--- src/rtl/multicycle_control_if.sv ---
// Shared types and the control/datapath interface for the multicycle core.
//
// multicycle_pkg        : ALU operation encoding (alu_oper_type).
// multicycle_control_if : instruction fields, ALU/memory status in; datapath
//                         strobes, mux selects, ALU op and debug state out.
//   master modport : the control FSM (multicycle_control)
//   slave  modport : the datapath / integration side
package multicycle_pkg;
    typedef enum logic [2:0] {
        ALU_ADD  = 3'd0,
        ALU_SUB  = 3'd1,
        ALU_AND  = 3'd2,
        ALU_OR   = 3'd3,
        ALU_NOR  = 3'd4,
        ALU_SLT  = 3'd5,
        ALU_SLTU = 3'd6
    } alu_oper_type;
endpackage

interface multicycle_control_if #(
    parameter int OP_W    = 6,
    parameter int FUNCT_W = 6
);
    import multicycle_pkg::*;

    logic [OP_W-1:0]    opcode;
    logic [FUNCT_W-1:0] funct;
    logic               alu_zero;
    logic               mem_ready;
    logic               mem_req;
    logic               mem_write;
    logic               iord;
    logic               ir_write;
    logic               pc_write;
    logic [1:0]         pc_src;
    logic               alu_src_a;
    logic [1:0]         alu_src_b;
    alu_oper_type       alu_sel;
    logic               reg_write;
    logic               reg_dst;
    logic               mem_to_reg;
    logic               illegal_instr;
    logic [3:0]         state_dbg;

    modport master (
        input  opcode, funct, alu_zero, mem_ready,
        output mem_req, mem_write, iord, ir_write, pc_write, pc_src,
               alu_src_a, alu_src_b, alu_sel, reg_write, reg_dst,
               mem_to_reg, illegal_instr, state_dbg
    );

    modport slave (
        output opcode, funct, alu_zero, mem_ready,
        input  mem_req, mem_write, iord, ir_write, pc_write, pc_src,
               alu_src_a, alu_src_b, alu_sel, reg_write, reg_dst,
               mem_to_reg, illegal_instr, state_dbg
    );
endinterface

--- src/rtl/multicycle_control.sv ---
// Multicycle control FSM: sequences fetch/decode/execute/memory/writeback
// and drives every datapath enable, mux select and the ALU operation.
//
// Ports:
//   clk   : rising-edge clock
//   rst_n : asynchronous active-low reset (state -> IDLE, strobes drop at once)
//   bus   : multicycle_control_if.master (opcode/funct/alu_zero/mem_ready in,
//           control outputs and state_dbg out)
//
// Per-state outputs are registered from the next state, so they are glitch
// free and clear asynchronously on reset. The only combinational terms are
// ir_write/pc_write, which must follow mem_ready (FETCH) and alu_zero
// (BRANCH) within the same cycle.
module multicycle_control
    import multicycle_pkg::*;
#(
    parameter int OP_W    = 6,
    parameter int FUNCT_W = 6
) (
    input  logic                  clk,
    input  logic                  rst_n,
    multicycle_control_if.master  bus
);
    localparam logic [OP_W-1:0] OP_RTYPE = OP_W'(6'h00);
    localparam logic [OP_W-1:0] OP_J     = OP_W'(6'h02);
    localparam logic [OP_W-1:0] OP_BEQ   = OP_W'(6'h04);
    localparam logic [OP_W-1:0] OP_ADDI  = OP_W'(6'h08);
    localparam logic [OP_W-1:0] OP_LW    = OP_W'(6'h23);
    localparam logic [OP_W-1:0] OP_SW    = OP_W'(6'h2B);

    localparam logic [FUNCT_W-1:0] F_ADD  = FUNCT_W'(6'h20);
    localparam logic [FUNCT_W-1:0] F_SUB  = FUNCT_W'(6'h22);
    localparam logic [FUNCT_W-1:0] F_AND  = FUNCT_W'(6'h24);
    localparam logic [FUNCT_W-1:0] F_OR   = FUNCT_W'(6'h25);
    localparam logic [FUNCT_W-1:0] F_NOR  = FUNCT_W'(6'h27);
    localparam logic [FUNCT_W-1:0] F_SLT  = FUNCT_W'(6'h2A);
    localparam logic [FUNCT_W-1:0] F_SLTU = FUNCT_W'(6'h2B);

    typedef enum logic [3:0] {
        IDLE    = 4'd0,  FETCH  = 4'd1,  DECODE = 4'd2,  MEMADR = 4'd3,
        MEMRD   = 4'd4,  MEMWB  = 4'd5,  MEMWR  = 4'd6,  EXEC   = 4'd7,
        ALUWB   = 4'd8,  BRANCH = 4'd9,  ADDIEX = 4'd10, ADDIWB = 4'd11,
        JUMP    = 4'd12, ILLEGAL = 4'd13
    } state_t;

    // fetch_wr / br_wr / jmp_wr are the unqualified sources of ir_write and
    // pc_write; the qualification with mem_ready/alu_zero happens below.
    typedef struct packed {
        logic         mem_req;
        logic         mem_write;
        logic         iord;
        logic [1:0]   pc_src;
        logic         alu_src_a;
        logic [1:0]   alu_src_b;
        alu_oper_type alu_sel;
        logic         reg_write;
        logic         reg_dst;
        logic         mem_to_reg;
        logic         illegal;
        logic         fetch_wr;
        logic         br_wr;
        logic         jmp_wr;
    } ctrl_t;

    state_t       state, nxt;
    ctrl_t        ctrl;
    alu_oper_type funct_sel;
    logic         funct_ok;

    function automatic ctrl_t ctrl_for(state_t s, alu_oper_type rsel);
        ctrl_t c;
        c = '0;
        c.alu_sel = ALU_ADD;
        case (s)
            FETCH:   begin c.mem_req = 1'b1; c.alu_src_b = 2'd1; c.fetch_wr = 1'b1; end
            DECODE:  c.alu_src_b = 2'd3;
            MEMADR:  begin c.alu_src_a = 1'b1; c.alu_src_b = 2'd2; end
            MEMRD:   begin c.mem_req = 1'b1; c.iord = 1'b1; end
            MEMWB:   begin c.reg_write = 1'b1; c.mem_to_reg = 1'b1; end
            MEMWR:   begin c.mem_req = 1'b1; c.mem_write = 1'b1; c.iord = 1'b1; end
            EXEC:    begin c.alu_src_a = 1'b1; c.alu_sel = rsel; end
            ALUWB:   begin c.reg_write = 1'b1; c.reg_dst = 1'b1; end
            BRANCH:  begin
                c.alu_src_a = 1'b1; c.alu_sel = ALU_SUB;
                c.pc_src = 2'd1; c.br_wr = 1'b1;
            end
            ADDIEX:  begin c.alu_src_a = 1'b1; c.alu_src_b = 2'd2; end
            ADDIWB:  c.reg_write = 1'b1;
            JUMP:    begin c.pc_src = 2'd2; c.jmp_wr = 1'b1; end
            ILLEGAL: c.illegal = 1'b1;
            default: ;
        endcase
        return c;
    endfunction

    always_comb begin
        funct_ok  = 1'b1;
        funct_sel = ALU_ADD;
        case (bus.funct)
            F_ADD:   funct_sel = ALU_ADD;
            F_SUB:   funct_sel = ALU_SUB;
            F_AND:   funct_sel = ALU_AND;
            F_OR:    funct_sel = ALU_OR;
            F_NOR:   funct_sel = ALU_NOR;
            F_SLT:   funct_sel = ALU_SLT;
            F_SLTU:  funct_sel = ALU_SLTU;
            default: funct_ok  = 1'b0;
        endcase
    end

    always_comb begin
        nxt = state;
        case (state)
            IDLE:    nxt = FETCH;
            FETCH:   if (bus.mem_ready) nxt = DECODE;
            DECODE:
                case (bus.opcode)
                    OP_LW, OP_SW: nxt = MEMADR;
                    OP_RTYPE:     nxt = EXEC;
                    OP_BEQ:       nxt = BRANCH;
                    OP_ADDI:      nxt = ADDIEX;
                    OP_J:         nxt = JUMP;
                    default:      nxt = ILLEGAL;
                endcase
            // Only lw/sw reach MEMADR, so anything but lw is a store.
            MEMADR:  nxt = (bus.opcode == OP_LW) ? MEMRD : MEMWR;
            MEMRD:   if (bus.mem_ready) nxt = MEMWB;
            MEMWR:   if (bus.mem_ready) nxt = FETCH;
            EXEC:    nxt = funct_ok ? ALUWB : ILLEGAL;
            ADDIEX:  nxt = ADDIWB;
            MEMWB, ALUWB, BRANCH, ADDIWB, JUMP, ILLEGAL: nxt = FETCH;
            default: nxt = IDLE;
        endcase
    end

    always_ff @(posedge clk or negedge rst_n) begin
        if (!rst_n) begin
            state <= IDLE;
            ctrl  <= '0;
        end else begin
            state <= nxt;
            ctrl  <= ctrl_for(nxt, funct_sel);
        end
    end

    assign bus.mem_req       = ctrl.mem_req;
    assign bus.mem_write     = ctrl.mem_write;
    assign bus.iord          = ctrl.iord;
    assign bus.pc_src        = ctrl.pc_src;
    assign bus.alu_src_a     = ctrl.alu_src_a;
    assign bus.alu_src_b     = ctrl.alu_src_b;
    assign bus.alu_sel       = ctrl.alu_sel;
    assign bus.reg_write     = ctrl.reg_write;
    assign bus.reg_dst       = ctrl.reg_dst;
    assign bus.mem_to_reg    = ctrl.mem_to_reg;
    assign bus.illegal_instr = ctrl.illegal;
    assign bus.ir_write      = ctrl.fetch_wr & bus.mem_ready;
    assign bus.pc_write      = (ctrl.fetch_wr & bus.mem_ready)
                             | (ctrl.br_wr & bus.alu_zero)
                             | ctrl.jmp_wr;
    assign bus.state_dbg     = state;
endmodule

--- src/flat_wrapper.sv ---
// flat-port wrapper written by rule: the top's interface ports become plain ports
module multicycle_control_flat import multicycle_pkg::*;
#(
    parameter int OP_W    = 6,
    parameter int FUNCT_W = 6
)
  (clk, rst_n, bus_opcode, bus_funct, bus_alu_zero, bus_mem_ready, bus_mem_req, bus_mem_write, bus_iord, bus_ir_write, bus_pc_write, bus_pc_src, bus_alu_src_a, bus_alu_src_b, bus_alu_sel, bus_reg_write, bus_reg_dst, bus_mem_to_reg, bus_illegal_instr, bus_state_dbg);
  multicycle_control_if #(.OP_W(OP_W), .FUNCT_W(FUNCT_W)) bus_i ();
  input  logic clk;
  input  logic rst_n;
  input wire logic [$bits(bus_i.opcode)-1:0] bus_opcode;
  input wire logic [$bits(bus_i.funct)-1:0] bus_funct;
  input wire logic [$bits(bus_i.alu_zero)-1:0] bus_alu_zero;
  input wire logic [$bits(bus_i.mem_ready)-1:0] bus_mem_ready;
  output wire logic [$bits(bus_i.mem_req)-1:0] bus_mem_req;
  output wire logic [$bits(bus_i.mem_write)-1:0] bus_mem_write;
  output wire logic [$bits(bus_i.iord)-1:0] bus_iord;
  output wire logic [$bits(bus_i.ir_write)-1:0] bus_ir_write;
  output wire logic [$bits(bus_i.pc_write)-1:0] bus_pc_write;
  output wire logic [$bits(bus_i.pc_src)-1:0] bus_pc_src;
  output wire logic [$bits(bus_i.alu_src_a)-1:0] bus_alu_src_a;
  output wire logic [$bits(bus_i.alu_src_b)-1:0] bus_alu_src_b;
  output wire logic [$bits(bus_i.alu_sel)-1:0] bus_alu_sel;
  output wire logic [$bits(bus_i.reg_write)-1:0] bus_reg_write;
  output wire logic [$bits(bus_i.reg_dst)-1:0] bus_reg_dst;
  output wire logic [$bits(bus_i.mem_to_reg)-1:0] bus_mem_to_reg;
  output wire logic [$bits(bus_i.illegal_instr)-1:0] bus_illegal_instr;
  output wire logic [$bits(bus_i.state_dbg)-1:0] bus_state_dbg;
  assign bus_i.opcode = bus_opcode;
  assign bus_i.funct = bus_funct;
  assign bus_i.alu_zero = bus_alu_zero;
  assign bus_i.mem_ready = bus_mem_ready;
  assign bus_mem_req = bus_i.mem_req;
  assign bus_mem_write = bus_i.mem_write;
  assign bus_iord = bus_i.iord;
  assign bus_ir_write = bus_i.ir_write;
  assign bus_pc_write = bus_i.pc_write;
  assign bus_pc_src = bus_i.pc_src;
  assign bus_alu_src_a = bus_i.alu_src_a;
  assign bus_alu_src_b = bus_i.alu_src_b;
  assign bus_alu_sel = bus_i.alu_sel;
  assign bus_reg_write = bus_i.reg_write;
  assign bus_reg_dst = bus_i.reg_dst;
  assign bus_mem_to_reg = bus_i.mem_to_reg;
  assign bus_illegal_instr = bus_i.illegal_instr;
  assign bus_state_dbg = bus_i.state_dbg;
  multicycle_control #(.OP_W(OP_W), .FUNCT_W(FUNCT_W)) u_core (.clk(clk), .rst_n(rst_n), .bus(bus_i));
endmodule
--- config.mk ---
export PLATFORM = sky130hd
export DESIGN_NAME = multicycle_control_flat
export DESIGN_NICKNAME = d
export VERILOG_FILES = /design/src/rtl/multicycle_control_if.sv /design/src/rtl/multicycle_control.sv /design/src/flat_wrapper.sv
export SDC_FILE = /design/constraint.sdc
export NUM_CORES = 1
export LEC_CHECK = 0
export CORE_AREA = 4 4 55 57
export CTS_CLUSTER_SIZE = 12
export DETAILED_ROUTE_END_ITERATION = 10
export DIE_AREA = 0 0 59 61
export GPL_TIMING_DRIVEN = 0
export HOLD_SLACK_MARGIN = 0.08
export PLACE_DENSITY = 0.89
export SKIP_LAST_GASP = 1
export SLEW_MARGIN = 5
export SYNTH_ARGS = -nofsm -noshare
export SYNTH_HDL_FRONTEND = slang
export SYNTH_SLANG_ARGS = --single-unit
--- constraint.sdc ---
create_clock -name clk -period 4.8 [get_ports clk]
set_input_delay 0.96 -clock clk [delete_from_list [all_inputs] [get_ports clk]]
set_output_delay 0.96 -clock clk [all_outputs]
set_load 0.03 [all_outputs]
==> results of run 1 <==
## metrics by stage
stage | cell area, µm² | instances | setup slack, ps
floorplan | 1187 | 118 | 2268
global placement | 1585 | 184 | 1324
detailed placement | 1585 | 184 | 1295
CTS | 1613 | 188 | 1288
global route | 1613 | 188 | 1217
finish | 1613 | 188 | 1280
## area by class of cell
cell class | count | share of cell area [%]
multi-input cells | 82 | 35.69
repair buffers | 36 | 22.34
well taps | 30 | 2.327
plain buffers | 11 | 4.422
inverters | 4 | 0.9310
clock inverters | 1 | 0.3103
clock buffers | 3 | 1.396
flip-flops and latches | 21 | 32.58
## cells by family (layout without fill, tap and decap cells)
family | count (synthesis) | in the layout
and+or+nand+nor | 49 | 49
AOI/OAI and AO/OA | 28 | 28
DFF | 21 | 21
buffers and inverters | 15 | 55
xor gates and xnor gates | 4 | 4
muxes | 1 | 1
## power by group
group / internal, µW / total, µW / switching, µW
Sequential: 227 / 245 / 18.1
Combinational: 240 / 576 / 336
Clock: 31.0 / 78.8 / 47.8
## worst max path at each step
| stage | from | endpoint | cells after the start | slack (ps) |
|---|---|---|---|---|
| 2_1_floorplan | bus_mem_ready | bus_pc_write | 2 | 2270 |
| 3_3_place_gp | bus_mem_ready | bus_pc_write | 4 | 1320 |
| 3_5_place_dp | bus_mem_ready | bus_pc_write | 4 | 1290 |
| 4_1_cts | bus_mem_ready | bus_pc_write | 4 | 1290 |
| 5_1_grt | bus_mem_ready | bus_pc_write | 4 | 1220 |
| 6_report | bus_mem_ready | bus_pc_write | 4 | 1280 |
## per-layer routing
metal / part of all wire (%) / vias up / routed length, µm
met1: 42 / 482 / 1074
met2: 50 / 32 / 1300
li1: - / 500 / -
met4: 0.85 / 0 / 22
met5: 0 / - / 0
met3: 7.0 / 2 / 181
## critical path, stage by stage
cell	delay [ps]
clkdlybuf4s50_1	560
and2_1	230
a211o_1	220
clkdlybuf4s50_1	590
## cells in the mapped netlist, drive strengths merged (2+ instances only)
master | n | area, µm²
nor3b | 2 | 15.01
buf | 10 | 67.56
and3b | 2 | 17.52
or3 | 2 | 17.52
or2 | 3 | 18.77
xnor2 | 3 | 26.28
nor3 | 7 | 35.03
a21oi | 5 | 32.53
inv | 4 | 15.01
nand2b | 4 | 25.02
nand3b | 3 | 22.52
o21ai | 4 | 20.02
a31o | 2 | 17.52
nand2 | 5 | 18.77
nor2 | 10 | 37.54
o211ai | 2 | 15.01
nor2b | 5 | 31.28
a31oi | 3 | 25.02
a211oi | 2 | 20.02
dfrtp | 21 | 525.5
o221ai | 2 | 30.03
a2111oi | 2 | 25.02
==> results.tsv, run 1 <==
metric	value	unit
setup.worst_path.start_class	input pin	
use_met2	27.92	%
dieArea	3599	µm²
r2r_cells	6	
gp_congestion	0.8313	
routed_wl	2579	µm
max_freq	0.2841	GHz
nNetsFinal	175	
synthCells	118	
synth_top_family_by_area	simple AND/OR/NAND/NOR gates	
grt_max_degree	22	
synth_mux_area_share	0.8430	%
final_core_util	65.10	%
finalHoldViolCount	0	
r2r_slack	2790	ps
drv_cap	0	
hold-path-cell-count	3	
port_buffers	36	
gr-total-overflow	0	
synth_flop_cell	dfrtp_1	
p_total	900.1	µW
yosys_warnings	0	
cellPowerDensity	558.1	nW/µm²
grt_first_pass_wirelength	4209	µm
final_common_cell	clkdlybuf4s50_1	
synthAdderAreaFrac	0	%
postCtsSetupRepairBufs	0	
drv_slew	0	
path_class	input pin to primary output	
via_per_inst	5.404	
core	2477	µm²
drc	0	
synth_cell_types	46	
ir_drop	422.6	µV
syn-cell-area	1187	µm²
row_count	18	
maxSlewHeadroom	42.22	%
wl_per_cell	13.72	µm
insertion_delay	290	ps
clkSinkCount	21	
htree_levels	1	
drt_iter0_markers	20	
min_path_type	flip-flop to flip-flop	
skew	11.12	ps
register_area	525.5	µm²
crit_fanout	7	
track_usage	15.29	%
leakagePower	0.0006798	µW
grt_antenna_before_repair	0	
met3_usage	3.404	%
rsz0062_at_grt	false	
reg2reg_from	u_core.bus.state_dbg[1]	
cts_resized	0	
clkTransAtPathRegs	110	ps
ys_ff_latch	21	
num_io_pins	37	
initial_core_util	47.93	%
hold_end	u_core.bus.mem_to_reg	
grt_pass1_vias	991	
cp.required	3840	ps
hp-start	u_core.bus.state_dbg[2]	
grt_use_met1	17.54	%
gr-max-usage-layer	met2	
timing.rr.end	u_core.bus.alu_sel[2]	
synth-async-reset-ratio	100.0	%
synth_fp_nets	134	
fin_crit	3520	ps
ctsHoldBuffers	0	
final.fill_count	214	
ant_nets	0	
hpwl	2064	µm
fin_crit_sh	73.34	%
multi_input_area	575.6	µm²
status	finished, final reports clean	
firstDrtPassIters	4	
fin_hold_ws	765.6	ps
critPathCaptureType	primary output	
diodes	0	
vias	1016	
dieWidth	59	µm
layout_common_cells	36 x clkdlybuf4s50_1, 21 x dfrtp_1, 10 x nor2_1	
synth_edf_count	0	
setup_viol	0	
tns	0	ps
arrival	2560	ps
tritoncts	done	
synth_xor_area_share	2.950	%
seq_area_frac_synth	44.26	%
worstMarginPinSlew	864.1	ps
largest_reg_flops	4	
drive_gt1_share	18.35	%
synth.avg_cell_area	10.06	µm²
clockBufferDepth	2	
clock-root-buffer	clkbuf_4	
die_y	61	µm
synthSimpleGateAreaFrac	24.34	%
syn2layout_area_growth	35.83	%
numCtsBuffers	3	
synth_compound_area_share	20.34	%
Note: power is estimated with default switching activity, not from simulation.
==> run 2: changes to the inputs <==
- CORE_AREA: 4 4 55 57 -> 4 4 56 58
- DIE_AREA: 0 0 59 61 -> 0 0 60 62
- PLACE_DENSITY: 0.89 -> 0.86
- clock period: 4.8 -> 3.53 ns (I/O delays scaled with it)
==> results.tsv, run 2 (synthesized netlist as in run 1, its figures left out) <==
metric	value	unit
hpwl	2174	µm
critPathCaptureType	primary output	
dpl_cell_area	1587	µm²
cp_slowest_cell	clkdlybuf4s50_1	
via_per_inst	5.450	
firstDrtPassIters	4	
ir_drop	473.3	µV
num_io_pins	37	
skew	9.450	ps
insertion_delay	300	ps
worstMarginPinSlew	894.0	ps
grt_first_pass_wirelength	4581	µm
die_y	62	µm
port_buffers	36	
numCtsBuffers	3	
nNetsFinal	175	
crit_path_frequent_cell	clkdlybuf4s50_1	
rsz0062_at_grt	false	
clockBufferDepth	2	
wl_per_cell	14.63	µm
design_area	1613	µm²
tns	0	ps
multi_input_area	575.6	µm²
largest_reg_flops	4	
drv_cap	0	
row_count	19	
final_core_util	60.57	%
status	finished, final reports clean	
htree_levels	1	
maxSlewHeadroom	40.21	%
gr-total-overflow	0	
core	2663	µm²
leakagePower	0.0006771	µW
tritoncts	done	
dieWidth	60	µm
setup_viol	0	
diodes	0	
grt_pass1_vias	1030	
path_class	input pin to primary output	
drt_iter0_markers	26	
register_area	525.5	µm²
ant_nets	0	
cts_resized	0	
syn2layout_area_growth	35.83	%
dieArea	3720	µm²
grt_max_degree	22	
fin_hold_ws	792.8	ps
final.fill_count	246	
fin_crit	2979	ps
drive_gt1_share	17.72	%
crit_fanout	7	
routed_wl	2765	µm
clock-root-buffer	clkbuf_4	
grt_antenna_before_repair	0	
ctsHoldBuffers	0	
crit_chain	clkdlybuf4s50_1 > and2_1 > a211o_1 > clkdlybuf4s50_1	
clkTransAtPathRegs	100	ps
vias	1030	
layout_common_cells	36 x clkdlybuf4s50_1, 21 x dfrtp_1, 10 x nor2_1	
max_freq	0.3357	GHz
gp_congestion	0.8547	
fin_crit_sh	84.39	%
cellPowerDensity	767.7	nW/µm²
postCtsSetupRepairBufs	0	
final_common_cell	clkdlybuf4s50_1	
drc	0	
track_usage	16.29	%
cp_num_buf_inv	2	
path_delay_family	buffers and inverters	
clkSinkCount	21	
min_path_type	flip-flop to flip-flop	
initial_core_util	44.60	%
finalHoldViolCount	0	
p_total	1238	µW
setup.worst_path.start_class	input pin	
drv_slew	0	
slowest_delay	590	ps
arrival	2270	ps
cp.required	2820	ps
run 2: cell types whose count changed in the layout (fill, tap and decap cells not counted), sizes merged:
| cell | delta |
|---|---|
| clkinv | -1 |
| clkbuf | +1 |
run 2: path summary, 6_finish.rpt:
path / start / end / slack (ps) / cells after the start
min reg2reg: u_core.bus.state_dbg[2] / u_core.bus.mem_to_reg / 790 / 3
max reg2reg: u_core.bus.state_dbg[2] / u_core.bus.alu_sel[0] / 1460 / 6
min: u_core.bus.state_dbg[2] / u_core.bus.mem_to_reg / 790 / 3
max in group asynchronous: rst_n / u_core.bus.alu_src_a / 2070 / 1
min in group asynchronous: rst_n / u_core.bus.mem_req / 900 / 1
max: bus_mem_ready / bus_pc_write / 550 / 4
run 2: final cells by class:
| cell class | count | area share (%) |
|---|---|---|
| Sequential cell | 21 | 32.58 |
| Multi-Input combinational cell | 82 | 35.69 |
| Buffer | 11 | 4.422 |
| Inverter | 4 | 0.9310 |
| Timing Repair Buffer | 36 | 22.34 |
| Clock buffer | 4 | 1.629 |
| Tap cell | 31 | 2.405 |
run 2: where the power goes:
part	switching [µW]	total, µW	internal (µW)
clock network	65.4	109	43.9
logic	465	791	326
registers	28.9	338	309
total	559	1240	679
run 2: through the flow:
| stage | instances | setup WS (ps) |
|---|---|---|
| floorplan | 118 | 1343 |
| global placement | 185 | 575.4 |
| detailed placement | 185 | 557.8 |
| CTS | 189 | 554.8 |
| global route | 189 | 477.3 |
| finish | 189 | 551.0 |
run 2: per-layer routing:
metal	wire length, µm	vias up	global-route usage, %	part of all wire, %
met1	1134	490	19.61	41
met3	146	5	0.8264	5.3
met4	44	0	6.329	1.6
li1	-	496	-	-
met5	0	-	0	0
met2	1439	39	30.56	52
run 2: worst min-delay path: stages, from the launching register on:
cell and delay [ps]:
dfrtp_1 440, buf_2 190, nand2b_1 80, nor2b_1 50
